--- src/rtl/sound_event_sequencer_if.sv ---
// Request/configuration inputs and tone-generator outputs of the sound event sequencer.
interface sound_event_sequencer_if #(
  parameter int NUM_EVENTS = 4,
  parameter int FREQ_W     = 4,
  parameter int DUR_W      = 4
);
  localparam int ID_W = (NUM_EVENTS > 1) ? $clog2(NUM_EVENTS) : 1;

  logic [NUM_EVENTS-1:0]        event_pulse;
  logic [NUM_EVENTS*FREQ_W-1:0] cfg_freq_a;
  logic [NUM_EVENTS*FREQ_W-1:0] cfg_freq_b;
  logic [NUM_EVENTS*DUR_W-1:0]  cfg_dur;
  logic                         enable_sound;
  logic [FREQ_W-1:0]            freq;
  logic                         busy;
  logic [ID_W-1:0]              active_id;

  modport master (
    output event_pulse, cfg_freq_a, cfg_freq_b, cfg_dur,
    input  enable_sound, freq, busy, active_id
  );

  modport slave (
    input  event_pulse, cfg_freq_a, cfg_freq_b, cfg_dur,
    output enable_sound, freq, busy, active_id
  );
endinterface

--- src/rtl/sound_event_sequencer.sv ---
// Prioritised one- or two-note sound event player driving a tone generator.
// Lower channel index wins; equal index retriggers; higher index is dropped while busy.
module sound_event_sequencer #(
  parameter int NUM_EVENTS = 4,
  parameter int FREQ_W     = 4,
  parameter int DUR_W      = 4,
  parameter int TICK_DIV   = 5_000_000
) (
  input logic                  clk,
  input logic                  resetN,
  sound_event_sequencer_if.slave bus
);
  localparam int ID_W   = (NUM_EVENTS > 1) ? $clog2(NUM_EVENTS) : 1;
  localparam int TICK_W = (TICK_DIV > 1) ? $clog2(TICK_DIV) : 1;
  localparam logic [TICK_W-1:0] TICK_LAST = TICK_W'(TICK_DIV - 1);

  typedef enum logic [1:0] {IDLE = 2'd0, NOTE_A = 2'd1, NOTE_B = 2'd2} state_t;

  state_t            state, stateNext;
  logic [TICK_W-1:0] tickCnt, tickNext;
  logic [DUR_W-1:0]  noteCnt, noteNext;
  logic [DUR_W-1:0]  durLat, durNext;
  logic [FREQ_W-1:0] freqBLat, freqBNext;
  logic [FREQ_W-1:0] freqReg, freqNext;
  logic [ID_W-1:0]   activeId, idNext;
  logic              enableReg, enableNext;

  logic              winValid;
  logic [ID_W-1:0]   winIdx;
  logic [FREQ_W-1:0] winFreqA, winFreqB;
  logic [DUR_W-1:0]  winDur;
  logic              accept, noteDone;

  // Fixed-priority arbiter: lowest asserted channel and its configuration.
  always_comb begin
    winValid = 1'b0;
    winIdx   = '0;
    winFreqA = '0;
    winFreqB = '0;
    winDur   = '0;
    for (int unsigned i = 0; i < NUM_EVENTS; i++) begin
      if (bus.event_pulse[i] && !winValid) begin
        winValid = 1'b1;
        winIdx   = ID_W'(i);
        winFreqA = bus.cfg_freq_a[i*FREQ_W +: FREQ_W];
        winFreqB = bus.cfg_freq_b[i*FREQ_W +: FREQ_W];
        winDur   = bus.cfg_dur[i*DUR_W +: DUR_W];
      end
    end
  end

  assign accept   = winValid && ((state == IDLE) || (winIdx <= activeId));
  assign noteDone = (tickCnt == TICK_LAST) && (noteCnt == durLat - DUR_W'(1));

  // Next-state, counters and registered-output values; a start/preempt overrides expiry.
  always_comb begin
    stateNext = state;
    tickNext  = tickCnt;
    noteNext  = noteCnt;
    durNext   = durLat;
    freqBNext = freqBLat;
    freqNext  = freqReg;
    idNext    = activeId;
    if (accept) begin
      stateNext = NOTE_A;
      tickNext  = '0;
      noteNext  = '0;
      idNext    = winIdx;
      freqNext  = winFreqA;
      freqBNext = winFreqB;
      durNext   = (winDur == '0) ? DUR_W'(1) : winDur;
    end else if (state != IDLE) begin
      if (noteDone) begin
        tickNext = '0;
        noteNext = '0;
        if ((state == NOTE_A) && (freqBLat != '0)) begin
          stateNext = NOTE_B;
          freqNext  = freqBLat;
        end else begin
          stateNext = IDLE;
        end
      end else if (tickCnt == TICK_LAST) begin
        tickNext = '0;
        noteNext = noteCnt + DUR_W'(1);
      end else begin
        tickNext = tickCnt + TICK_W'(1);
      end
    end
    enableNext = (stateNext != IDLE);
  end

  // State, counters, latched configuration and output registers.
  always_ff @(posedge clk or negedge resetN) begin
    if (!resetN) begin
      state     <= IDLE;
      tickCnt   <= '0;
      noteCnt   <= '0;
      durLat    <= '0;
      freqBLat  <= '0;
      freqReg   <= '0;
      activeId  <= '0;
      enableReg <= 1'b0;
    end else begin
      state     <= stateNext;
      tickCnt   <= tickNext;
      noteCnt   <= noteNext;
      durLat    <= durNext;
      freqBLat  <= freqBNext;
      freqReg   <= freqNext;
      activeId  <= idNext;
      enableReg <= enableNext;
    end
  end

  assign bus.enable_sound = enableReg;
  assign bus.freq         = freqReg;
  assign bus.busy         = (state != IDLE);
  assign bus.active_id    = activeId;
endmodule

--- src/flat_wrapper.sv ---
// flat-port wrapper written by rule: the top's interface ports become plain ports
module sound_event_sequencer_flat 
#(
  parameter int NUM_EVENTS = 4,
  parameter int FREQ_W     = 4,
  parameter int DUR_W      = 4,
  parameter int TICK_DIV   = 5_000_000
)
  (clk, resetN, bus_event_pulse, bus_cfg_freq_a, bus_cfg_freq_b, bus_cfg_dur, bus_enable_sound, bus_freq, bus_busy, bus_active_id);
  sound_event_sequencer_if #(.NUM_EVENTS(NUM_EVENTS), .FREQ_W(FREQ_W), .DUR_W(DUR_W)) bus_i ();
  input logic clk;
  input logic resetN;
  input wire logic [$bits(bus_i.event_pulse)-1:0] bus_event_pulse;
  input wire logic [$bits(bus_i.cfg_freq_a)-1:0] bus_cfg_freq_a;
  input wire logic [$bits(bus_i.cfg_freq_b)-1:0] bus_cfg_freq_b;
  input wire logic [$bits(bus_i.cfg_dur)-1:0] bus_cfg_dur;
  output wire logic [$bits(bus_i.enable_sound)-1:0] bus_enable_sound;
  output wire logic [$bits(bus_i.freq)-1:0] bus_freq;
  output wire logic [$bits(bus_i.busy)-1:0] bus_busy;
  output wire logic [$bits(bus_i.active_id)-1:0] bus_active_id;
  assign bus_i.event_pulse = bus_event_pulse;
  assign bus_i.cfg_freq_a = bus_cfg_freq_a;
  assign bus_i.cfg_freq_b = bus_cfg_freq_b;
  assign bus_i.cfg_dur = bus_cfg_dur;
  assign bus_enable_sound = bus_i.enable_sound;
  assign bus_freq = bus_i.freq;
  assign bus_busy = bus_i.busy;
  assign bus_active_id = bus_i.active_id;
  sound_event_sequencer #(.NUM_EVENTS(NUM_EVENTS), .FREQ_W(FREQ_W), .DUR_W(DUR_W), .TICK_DIV(TICK_DIV)) u_core (.clk(clk), .resetN(resetN), .bus(bus_i));
endmodule
--- config.mk ---
export PLATFORM = sky130hd
export DESIGN_NAME = sound_event_sequencer_flat
export DESIGN_NICKNAME = d
export VERILOG_FILES = /design/src/rtl/sound_event_sequencer_if.sv /design/src/rtl/sound_event_sequencer.sv /design/src/flat_wrapper.sv
export SDC_FILE = /design/constraint.sdc
export NUM_CORES = 1
export LEC_CHECK = 0
export ABC_AREA = 1
export CAP_MARGIN = 20
export CORE_ASPECT_RATIO = 1.25
export CORE_MARGIN = 8
export CORE_UTILIZATION = 40
export DETAILED_ROUTE_END_ITERATION = 7
export PLACE_DENSITY = 0.66
export SLEW_MARGIN = 20
export SYNTH_ARGS = -nofsm -noshare
export SYNTH_HDL_FRONTEND = slang
export SYNTH_SLANG_ARGS = --single-unit
--- constraint.sdc ---
create_clock -name clk -period 3.45 [get_ports clk]
set_input_delay 0.69 -clock clk [delete_from_list [all_inputs] [get_ports clk]]
set_output_delay 0.69 -clock clk [all_outputs]
set_load 0.005 [all_outputs]
# Word-level counts from Yosys, hierarchy flattened
# Cells that the tools add are included.
totals:
  memories: 0
  latchBits: 0
  elab_cells: 72
  inputBits: 54
  output_inout_bits: 8
  regBits: 44
  rom_bits: 0
  mem_bits_rw: 0
op_classes:
  n_eq_ne: 3
  div: 0
  order_cmp: 1
  bitwise: 0
  shifts: 0
  n_mux: 36
  mul: 0
  reduce_logical: 21
  n_addsub: 3
op_table:
  columns: ["op", "n"]
  rows:
  - ["two-way mux 23 bit", 4]
  - ["two-way mux 4 bit", 21]
  - ["adder 23 x 1 -> 23 bit, second input constant", 1]
  - ["equality test 23 bit, second input constant", 1]
  - ["two-way mux 2 bit", 6]
  - ["nonzero test 2 bit", 5]
  - ["logical AND 1 bit", 6]
  - ["two-way mux 1 bit", 5]
  - ["adder 4 x 1 -> 4 bit, second input constant", 1]
  - ["equality test 4 bit", 1]
  - ["logical NOT 4 bit", 1]
  - ["nonzero test 4 bit", 1]
  - ["subtractor 4 x 1 -> 4 bit, second input constant", 1]
  - ["logical NOT 1 bit", 3]
  - ["AND reduction 3 bit", 1]
  - ["nonzero test 3 bit", 1]
  - ["equality test 2 x 1 -> 1 bit, second input constant", 1]
  - ["less-or-equal comparator 2 bit", 1]
  - ["logical NOT 2 bit", 1]
  - ["AND reduction 2 bit", 1]
  - ["logical OR 1 bit", 1]

# Longest topological paths before layout
# Gate-level depths: netlist of the first run.
logic_depth:
  word_depth: 15
  depth_mapped: 17
  ltp_nobuf: 15

# Worst setup path after synthesis of the first run
# OpenSTA, ideal clock, no wires.
synth_path:
  path_kind: "input to register"
  startpoint: "input port bus_event_pulse[2]"
  endpoint: "register u_core.enableReg, in the netlist u_core.bus.enable_sound"
  t_required_ps: 3328
  t_arrival_ps: 2244
  setup_time_ps: 122
  path_buffers: 2
  path_slack_ps: 1084
  stages: 15
  path_cell_list: "inv_1 > nand3_1 > inv_1 > buf_4 > nor2_1 > inv_1 > ha_1 > inv_1 > o21bai_1 > nand2_1 > nand2_2 > inv_1 > buf_4 > a21oi_1 > nand2_1"
synth_via:
  elab_chain_cells: 10
  word_cells_on_any_way: 12
  classes_between: "order compare (1); mux (5); reduce/logical (6)"
synth_rtl:
  columns: ["item", "line", "text"]
  rows:
  - ["start: declaration", "flat_wrapper.sv:13", "input wire logic [$bits(bus_i.event_pulse)-1:0] bus_event_pulse;"]
  - ["logical AND 1 bit (*)", "sound_event_sequencer.sv:42", "if (bus.event_pulse[i] && !winValid) begin"]
  - ["two-way mux 1 bit", "sound_event_sequencer.sv:42", null]
  - ["logical NOT 1 bit", "sound_event_sequencer.sv:42", null]
  - ["logical AND 1 bit", "sound_event_sequencer.sv:42", null]
  - ["two-way mux 2 bit (*)", "sound_event_sequencer.sv:42", null]
  - ["net u_core.winIdx[1]", "sound_event_sequencer.sv:29", "logic [ID_W-1:0] winIdx;"]
  - ["less-or-equal comparator 2 bit (*)", "sound_event_sequencer.sv:52", "assign accept = winValid && ((state == IDLE) || (winIdx <= activeId));"]
  - ["logical OR 1 bit (*)", "sound_event_sequencer.sv:52", null]
  - ["logical AND 1 bit (*)", "sound_event_sequencer.sv:52", null]
  - ["two-way mux 2 bit (*)", "sound_event_sequencer.sv:64", "if (accept) begin"]
  - ["nonzero test 2 bit (*)", "sound_event_sequencer.sv:89", "enableNext = (stateNext != IDLE);"]
  - ["net u_core.enableNext", "sound_event_sequencer.sv:26", "logic enableReg, enableNext;"]
  - ["end signal: assignment", "sound_event_sequencer.sv:111", "enableReg <= enableNext;"]
  - ["end: declaration", "sound_event_sequencer.sv:26", null]
# The timed path passes the listed nets; every way through them passes the cells marked *.
# A chain may end at the register's enable or synchronous reset.

# Final worst setup path of the first run
layout_path:
  startpoint: "input port bus_event_pulse[0]"
  endpoint: "register u_core.tickCnt[18]"
layout_via:
  elab_chain_cells: 14
  word_cells_on_any_way: 18
  classes_between: "order compare (1); mux (8); reduce/logical (9)"
layout_rtl:
  columns: ["item", "line", "text"]
  rows:
  - ["two-way mux 1 bit (*)", "sound_event_sequencer.sv:42", null]
  - ["logical NOT 1 bit", "sound_event_sequencer.sv:42", null]
  - ["logical AND 1 bit", "sound_event_sequencer.sv:42", null]
  - ["two-way mux 1 bit (*)", "sound_event_sequencer.sv:42", null]
  - ["logical NOT 1 bit", "sound_event_sequencer.sv:42", null]
  - ["logical AND 1 bit", "sound_event_sequencer.sv:42", null]
  - ["two-way mux 1 bit", "sound_event_sequencer.sv:42", null]
  - ["logical NOT 1 bit", "sound_event_sequencer.sv:42", null]
  - ["logical AND 1 bit", "sound_event_sequencer.sv:42", null]
  - ["two-way mux 2 bit (*)", "sound_event_sequencer.sv:42", null]
  - ["net u_core.winIdx[1]", "sound_event_sequencer.sv:29", null]
  - ["less-or-equal comparator 2 bit (*)", "sound_event_sequencer.sv:52", null]
  - ["logical OR 1 bit (*)", "sound_event_sequencer.sv:52", null]
  - ["logical AND 1 bit (*)", "sound_event_sequencer.sv:52", null]
  - ["two-way mux 23 bit or nonzero test 2 bit (tied branches)", null, null]
  - ["end signal: assignment", "sound_event_sequencer.sv:105", "tickCnt <= tickNext;"]
  - ["end: declaration", "sound_event_sequencer.sv:20", "logic [TICK_W-1:0] tickCnt, tickNext;"]
# Marks and branches as above.

==> impl_results.md, run 1 <==
* Die Ht at 112.7 µm
* CTS tree: done
* Main area contributors after synthesis: dfrtp_1 (37%), nand2_1 (20%), nand3_1 (7.7%)
* Most instantiated library cell after synthesis: nand2_1
* Vias per std cell at 4.873
* RSZ-0062 raised after global routing: false
* Hold buffers post-CTS at 0
* DIE WIDTH at 93.34 µm
* CTS resizes at 0
* Setup TNS at 0 ps
* Tot Pwr at 1.903 mW
* I/O pin total at 62
* Hold crit path type: in2async
* Fin. Hold Viols at 0
* Final-layout fill cell count at 740
* Post-Syn Instances at 452
* PwrDens at 503.1 nW/µm²
* Worst-Margin Slew at approximately 560 ps
* Seq/Total Area, Yosys at 36.82%
* DRT iter0 DRCs at 84
* FF+latch count, synth at 44
* Diode count at 0
* Reg2Reg Setup Slack at 1530 ps
* DRC errors left at 0
* Worst EP required at 3670 ps
* Final setup fails at 0
* Clock-pin slew on the worst setup and hold paths at approximately 90 ps
* Worst vdd ir at 0.2606 mV
* Worst reg2reg path depth at 5
* Total CTS buffers at 5
* Initial core utilization at 40.89%
* Grt total ovfl at 0
* Ys async rst share at 100.0%
* Detailed-route wire length per cell at 12.45 µm
* Sink Count at 44
* Fin nets at 572
* Fin Hold WS at 373.7 ps
* Total leakage power at 1.819 nW
* Worst r2r src: u_core.state[1]
* Drt first pass iters at 4
* Warnings, synthesis at 0
* Fmax at 352.5 MHz
* Worst-Skew Late Latency at 300 ps
* Ys flop type: dfrtp_1
* Crit Path Max Fanout at 18
* Post-Syn Nets at approximately 510
* Post-CTS Setup Bufs at 0
* RR Endpoint: u_core.tickCnt[18]
* Yosys cell types at 28
* Post-synth top cells: nand2_1 (157), inv_1 (57), nor2_1 (55), nand3_1 (46), dfrtp_1 (44)
* Critical Path AT at 3060 ps
* Final Max Slew Viols at 0
* Final wirelength at roughly 7500 µm
* Root Driver: clkbuf_8
* Top cell type's share of synthesized area at 36.82%
* Syn Std Cell Area at 2990 µm²
* Total global-route track usage at roughly 15%
* Area growth, synth to finish at 26.49%
* Dpl ws at 276.7 ps
* Post-synth top area cell: dfrtp_1
* CP endpoint kind: flop
* Max_cap viols at 0
* Syn_area_per_cell at 6.616 µm²
* Port bufs at 61
* Largest net degree at the start of global routing at 45
* Slew HR at 62.93%
* Status: complete, no violations
* Max Clock Skew at 5.805 ps
* Vias in the first global route at 3052
* Core Footprint at 7313 µm²
* Fraction of layout cells with a size suffix above 1 at under 10%
* Max clock buf depth at 2
* Critical path type: in2reg
* Std cell rows at 35
* Period utilization at between 80% and 90%
* Antenna-violating nets left at 0
* First-pass GRT wire length at 13050 µm
* Crit path from: bus_event_pulse[0]
* Min cycle time layout at 2837 ps
* Initial antenna violation count at 0
* Die footprint at around 11000 µm²
* Crit start category: input pin
* Dpl hpwl at 5965 µm
* H-tree depth at 2
* Slack of the critical path at ~600 ps
* Placer Congestion at 0.8499
* EDFF count, synth at 0
* Vias at roughly 3000
flip-flops by register name, indices dropped and copies added (netlist names):
name / cells
u_core.bus.active_id: 2
u_core.bus.enable_sound: 1
u_core.bus.freq: 4
u_core.durLat: 4
u_core.freqBLat: 4
u_core.noteCnt: 4
u_core.state: 2
u_core.tickCnt: 23
final cells by class:
type	count	area (µm²)	area share, %
flip-flops and latches	44	1101	29.11
multi-input cells	339	1597	42.21
repair buffers	65	638.1	16.87
clock inverters	3	42.54	1.125
well taps	92	115.1	3.043
inverters	58	220.2	5.822
clock buffers	5	68.82	1.819
where the power goes:
group / total (mW) / switching [mW] / internal, mW
logic: 0.807 / 0.491 / 0.315
clock network: 0.405 / 0.190 / 0.215
registers: 0.691 / 0.0762 / 0.615
total: 1.90 / 0.758 / 1.14
worst max-delay path, cell delays in order:
cell and delay (ps):
clkdlybuf4s50_1 570, nor2_4 70, nand3_1 90, inv_1 60, nor2_1 120, inv_1 60
ha_1 290, inv_1 40, o21bai_1 120, nand2_1 80, nand2_2 120, nand2_1 90
nand2_2 250, inv_4 170, nor3b_1 230
cells in the final DEF, fill, tap and decap left out, types with 2 or more instances in the layout:
master / instances
ha_1: 5
o21ai_0: 11
nor3_1: 8
nor3b_1: 2
a21oi_1: 16
xor2_1: 8
nand3_1: 46
nand4_1: 10
nor2_4: 2
clkdlybuf4s50_1: 60
nand2_1: 157
nand2_2: 3
inv_1: 57
clkbuf_8: 5
nand3b_1: 4
buf_4: 5
o21ai_2: 5
nor2_1: 55
nor2_2: 2
dfrtp_1: 44
kinds of logic (layout without fill, tap and decap cells):
kind of cell | Yosys count | after routing | synth area share, %
AO/OA/AOI/OAI | 33 | 33 | 6.234
XOR/XNOR | 9 | 9 | 2.636
adder cells (fa/ha/maj) | 5 | 5 | 2.092
buffers and inverters | 69 | 131 | 9.791
flip-flops | 44 | 44 | 36.82
AND/OR/NAND/NOR | 292 | 292 | 42.43
metal layers:
metal / track usage, % / share of wire (%) / vias to the layer above
met1: 16.06 / 43 / 1318
met5: 0 / 0 / -
met3: 4.473 / 5.8 / 10
met2: 26.96 / 50 / 81
li1: - / - / 1544
met4: 5.388 / 1.6 / 0
through the flow:
step	cell area, µm²	utilization [%]	std cells
after global placement	3669	50.16	598
after detailed placement	3669	50.16	598
after floorplan	2990	-	452
final	3782	51.72	606
after CTS	3780	51.69	606
after global routing	3782	51.72	606
how the worst max path moves through the flow:
stage / slack [ps] / endpoint
finish: 610 / u_core.tickCnt[18]
detailed placement: 280 / u_core.tickCnt[18]
floorplan: 1080 / u_core.bus.enable_sound
CTS: 610 / u_core.tickCnt[18]
global placement: 410 / u_core.tickCnt[18]
global route: 400 / u_core.tickCnt[18]
(Power assumes the default switching activity.)
==> inputs of run 2 (changes only) <==
Clock period 3.45 ns to 3 ns, I/O delays scaled along.
==> run 2 against run 1 <==
Against the previous run:
- largest power group unchanged
- cell count increased by 0.33%
- combinational power up 17%
- sequential power grew 14%
- sequential cell count stayed put
- via count barely moved
- first-iteration DRC count increased by 24%
- power grew 16%
- wire length decreased by 0.30%
- setup slack worse by 130 ps
- critical path depth is 1 higher
- non-clock buffer count grew 2
- die area unchanged
==> impl_results.md, run 2 (synthesized netlist as in run 1, its figures left out) <==
* Status: complete, no violations
* Max clock buf depth at 2
* Critical path type: in2reg
* Diode count at 0
* Crit-path cells: clkdlybuf4s50_1, inv_1, nand3_1, inv_1, nor2_1, inv_1, ha_1, inv_1, o21bai_1, nand2_1, nand2_2, nand2_1, nand2_2, buf_4, o21ai_2, a21oi_1
* Period utilization at 83.97%
* Cell repeated most along the worst path: inv_1
* Vias per std cell at approximately 4.9
* CTS tree: done
* Min cycle time layout at 2519 ps
* CTS resizes at 0
* Largest register FFs at 23
* Root Driver: clkbuf_8
* Tot Pwr at about 2.2 mW
* Slowest cell delay on critical path at 490 ps
* Worst-Skew Late Latency at 300 ps
* Initial core utilization at 40.89%
* Std cell rows at 35
* Initial antenna violation count at 0
* H-tree depth at 2
* Most common cell after layout, fill and taps aside: nand2_1
* FF/Latch Area at 1101 µm²
* Final Max Slew Viols at 0
* Drt first pass iters at 4
* RSZ-0062 raised after global routing: false
* Worst EP required at 3230 ps
* DRT iter0 DRCs at approximately 100
* Critical Path AT at 2750 ps
* Multi-input logic area at 1597 µm²
* Die footprint at 10520 µm²
* Post-CTS Setup Bufs at 0
* Vias in the first global route at 3100
* Fmax at 397.0 MHz
* Antenna-violating nets left at 0
* Hold crit path type: in2async
* DRC errors left at 0
* Worst vdd ir at 0.2493 mV
* Fin. Hold Viols at 0
* Area growth, synth to finish at 26.99%
* Slew HR at 63.59%
* Total leakage power at 1.829 nW
* Largest reg by FF count: u_core.tickCnt
* Final setup fails at 0
* Fin nets at around 570
* Max Clock Skew at 7.452 ps
* Port bufs at a little over 60
* Placer Congestion at 0.8432
* Die Ht at between 100 and 150 µm
* Max_cap viols at 0
* Vias at 2952
* First-pass GRT wire length at 13260 µm
* Setup TNS at 0 ps
* Hold buffers post-CTS at 0
* Largest net degree at the start of global routing at 45
* Dpl hpwl at 5978 µm
* CP endpoint kind: flop
* Core Footprint at 7313 µm²
* Slowest cell on crit path: clkdlybuf4s50_1
* Worst-Margin Slew at 546.2 ps
* Clock-pin slew on the worst setup and hold paths at about 90 ps
* Final wirelength at 7521 µm
* Detailed-route wire length per cell at roughly 12 µm
* DIE WIDTH at a little over 90 µm
* Grt total ovfl at 0
* Sink Count at 44
* I/O pin total at 62
* PwrDens at 579.1 nW/µm²
* Total global-route track usage at 15.10%
* Fraction of layout cells with a size suffix above 1 at 6.008%
* Commonest cells after routing, fill and taps aside: nand2_1 (157), clkdlybuf4s50_1 (60), inv_1 (57), nor2_1 (55), nand3_1 (46)
* Final-layout fill cell count at 718
* Crit start category: input pin
* Total CTS buffers at 5
* Crit Path Max Fanout at 6
## run 2: area by class of cell
cell class / count / area share [%]
clock buffer: 5 / 1.812
clock inverter: 3 / 1.120
inverter: 58 / 5.799
multi-input combinational: 339 / 42.04
sequential: 44 / 29.00
tap: 92 / 3.031
timing repair buffer: 67 / 17.20
## run 2: metal layers
metal	part of all wire [%]	up-vias	wire length [µm]	GRT usage (%)
li1	-	1551	-	-
met1	43	1316	3217	16.75
met2	49	76	3696	26.67
met3	6.3	9	474	4.406
met4	1.8	0	133	4.634
met5	0	-	0	0
## run 2: final timing paths
path | slack [ps] | startpoint | cells after the start | to
setup / recovery | 480 | bus_event_pulse[2] | 16 | u_core.tickCnt[11]
hold / removal | 280 | resetN | 1 | u_core.tickCnt[8]
setup reg to reg | 1120 | u_core.state[1] | 7 | u_core.tickCnt[11]
hold reg to reg | 520 | u_core.freqBLat[3] | 2 | u_core.freqBLat[3]
max in group asynchronous | 2340 | resetN | 1 | u_core.tickCnt[1]
min in group clk | 520 | u_core.freqBLat[3] | 2 | u_core.freqBLat[3]
## run 2: critical path, delay by kind of cell
family / cells / cell delay (ps)
AOI/OAI and AO/OA: 3 / 290
adders and majority gates: 1 / 290
buffers and inverters: 6 / 950
and+or+nand+nor: 6 / 630
## run 2: power breakdown
part	switching (mW)	internal [mW]
clock network	0.215	0.247
logic	0.562	0.385
registers	0.0830	0.707
total	0.860	1.34
## run 2: through the flow
stage	setup slack, ps	util [%]	area, µm²	hold slack (ps)	instances
6_report	480.8	51.92	3797	282.5	608
5_1_grt	240.2	51.92	3797	331.2	608
4_1_cts	490.3	51.89	3795	484.7	608
3_5_place_dp	171.0	50.37	3684	500.6	600
3_3_place_gp	239.0	50.37	3684	494.3	600
2_1_floorplan	724.3	-	2990	304.4	452
==> inputs of run 3 (changes only) <==
Settings changed: PLACE_DENSITY 0.66 to 0.68.
Clock period 3 ns to 2.3 ns, I/O delays scaled along.
==> run 3 against run 2 <==
Against the previous run:
- register-to-register slack got worse by 570 ps
- largest cell class unchanged
- non-clock buffer count increased by 11
- combinational power is 54% higher
- critical path type unchanged
- critical endpoint is now u_core.tickCnt[9]
==> impl_results.md, run 3 (synthesized netlist as in run 1, its figures left out) <==
* Initial antenna violation count at 0
* Vias per std cell at approximately 4.9
* Vias at 3041
* Antenna-violating nets left at 0
* Clock-pin slew on the worst setup and hold paths at 90 ps
* Worst r2r src: u_core.tickCnt[1]
* DRT iter0 DRCs at around 120
* Sink Count at 44
* CP Depth at 15
* Max_cap viols at 0
* Fraction of layout cells with a size suffix above 1 at between 10 and 15%
* Placer Congestion at 0.8579
* Reg2Reg Setup Slack at 550 ps
* Diode count at 0
* Fin. Hold Viols at 0
* First-pass GRT wire length at about 13000 µm
* Crit path from: bus_event_pulse[3]
* Total global-route track usage at between 10% and 20%
* Fmax at approximately 470 MHz
* Most common cell after layout, fill and taps aside: nand2_1
* Die Ht at around 110 µm
* H-tree depth at 2
* Utilization after layout at between 50% and 60%
* CTS tree: done
* Largest net degree at the start of global routing at 45
* Crit path to: u_core.tickCnt[9]
* DP Cell Count at 611
* Slack of the critical path at 180.6 ps
* Psw at 1.227 mW
* Internal Power at about 1.9 mW
* Std cell rows at 35
* Dpl ws at -353.1 ps
* Crit-path cells: clkdlybuf4s50_1, nand3_2, inv_2, nor2_4, inv_2, ha_4, inv_1, o21bai_1, nand2_1, nand2_4, nand2_4, nand2_4, buf_6, o21ai_2, a21oi_1
* Grt total ovfl at 0
* Slew HR at 62.33%
* Final wirelength at 7665 µm
* Final non-filler cell total at 619
* Sw Ratio at 39.61%
* Port bufs at 61
* I/O pin total at 62
* Clock power frac at 19.7%
* Slowest cell on crit path: clkdlybuf4s50_1
* Buf/Inv on CP at 5
* Min cycle time layout at between 2000 and 2500 ps
* Post-CTS Setup Bufs at 0
* Largest register FFs at 23
* Worst-Margin Slew at 565.0 ps
* Final setup fails at 0
* Die footprint at around 11000 µm²
* RSZ-0062 raised after global routing: false
* Crit Path Max Fanout at 6
* Total leakage power at between 1.5 and 2 nW
* Detailed-route wire length per cell at 12.38 µm
* Seq pwr share at about a third
* DIE WIDTH at 93.34 µm
* Logic pwr share at 47.0%
* Root Driver: clkbuf_8
* CP endpoint kind: flop
* Fin nets at a little under 600
* Worst EP required at 2540 ps
* Vias in the first global route at 3089
* Status: complete, no violations
* Hold buffers post-CTS at 0
* Max Clock Skew at 6.600 ps
* Dpl hpwl at just over 6000 µm
* Worst-Skew Late Latency at 310 ps
* Hold crit path type: in2async
* DRC errors left at 0
* Crit start category: input pin
* Max clock buf depth at 2
* Commonest cells after routing, fill and taps aside: nand2_1 (154), clkdlybuf4s50_1 (57), nor2_1 (54), inv_1 (53)
* RR Endpoint: u_core.noteCnt[1]
* Worst reg2reg path depth at 9
* Critical Path AT at 2360 ps
* Core Footprint at 7313 µm²
* Total CTS buffers at 5
* Area growth, synth to finish at 32.72%
* PwrDens at about 780 nW/µm²
* Cell repeated most along the worst path: nand2_4
* Critical path type: in2reg
* Drt first pass iters at 5
* Initial core utilization at 40.89%
* Period utilization at 92.15%
* Worst vdd ir at 0.3069 mV
* Largest reg by FF count: u_core.tickCnt
* Slowest cell delay on critical path at 440 ps
* Delay-heaviest family, CP: buffers and inverters
* Final Max Slew Viols at 0
run 3: cell count changes in the layout (fill, tap and decap cells not counted), sizes merged:
cell           before  now
buf                 7   18
clkdlybuf4s50      60   57
dlymetal6s2s        0    2
dlygate4sd2         0    1
run 3: through the flow:
stage	hold WS, ps	power (mW)	cell area, µm²	setup TNS, ps
after CTS	248.3	3.028	3880	-6.349
after detailed placement	500.1	2.403	3766	-11110
final	224.3	3.098	3969	0
after global placement	492.7	2.361	3766	-7831
after floorplan	164.4	1.915	2990	0
after global routing	281.1	3.348	3969	0
run 3: final cells by class:
cell class | count | area, µm²
inverter | 58 | 225.2
tap | 92 | 115.1
multi-input combinational | 339 | 1675
timing repair buffer | 78 | 740.7
fill | 741 | 3344
sequential | 44 | 1101
clock buffer | 5 | 68.82
clock inverter | 3 | 42.54
run 3: repair_timing:
action / CTS / global route
gates resized for setup: 2 / 25
endpoints found under the setup margin: 11 / 37
pin swaps: 0 / 5
run 3: worst reg2reg max path, cell delays in order, from the launching register on:
cell,delay (ps)
dfrtp_1,390
ha_1,250
nand3_1,120
nor2_1,200
nand3_2,190
nand2_4,120
nand2_4,80
inv_6,160
nand3_1,100
nand2_1,70
run 3: worst min-delay path by stage:
stage                                  start                      end  cells past startpoint
after global placement    u_core.freqBLat[1]       u_core.freqBLat[1]                      2
after detailed placement  u_core.freqBLat[1]       u_core.freqBLat[1]                      2
final                                 resetN        u_core.tickCnt[7]                      2
after CTS                             resetN       u_core.tickCnt[21]                      2
after global routing                  resetN        u_core.tickCnt[7]                      2
after floorplan                       resetN  u_core.bus.active_id[0]                      0
run 3: layer usage:
layer | share of wire (%) | vias to the layer above | global-route usage (%)
met5 | 0 | - | 0
met4 | 1.6 | 0 | 5.065
met3 | 5.6 | 14 | 4.272
met2 | 50 | 76 | 27.47
met1 | 43 | 1382 | 16.11
li1 | - | 1569 | -
run 3: power by group through the flow:
stage                     clock [mW]  combinational (mW)  sequential (mW)
after global routing           0.650                1.64             1.05
after floorplan                    0               0.890             1.03
after detailed placement           0                1.35             1.05
final                          0.611                1.46             1.03
after global placement             0                1.32             1.04
after CTS                      0.622                1.37             1.03
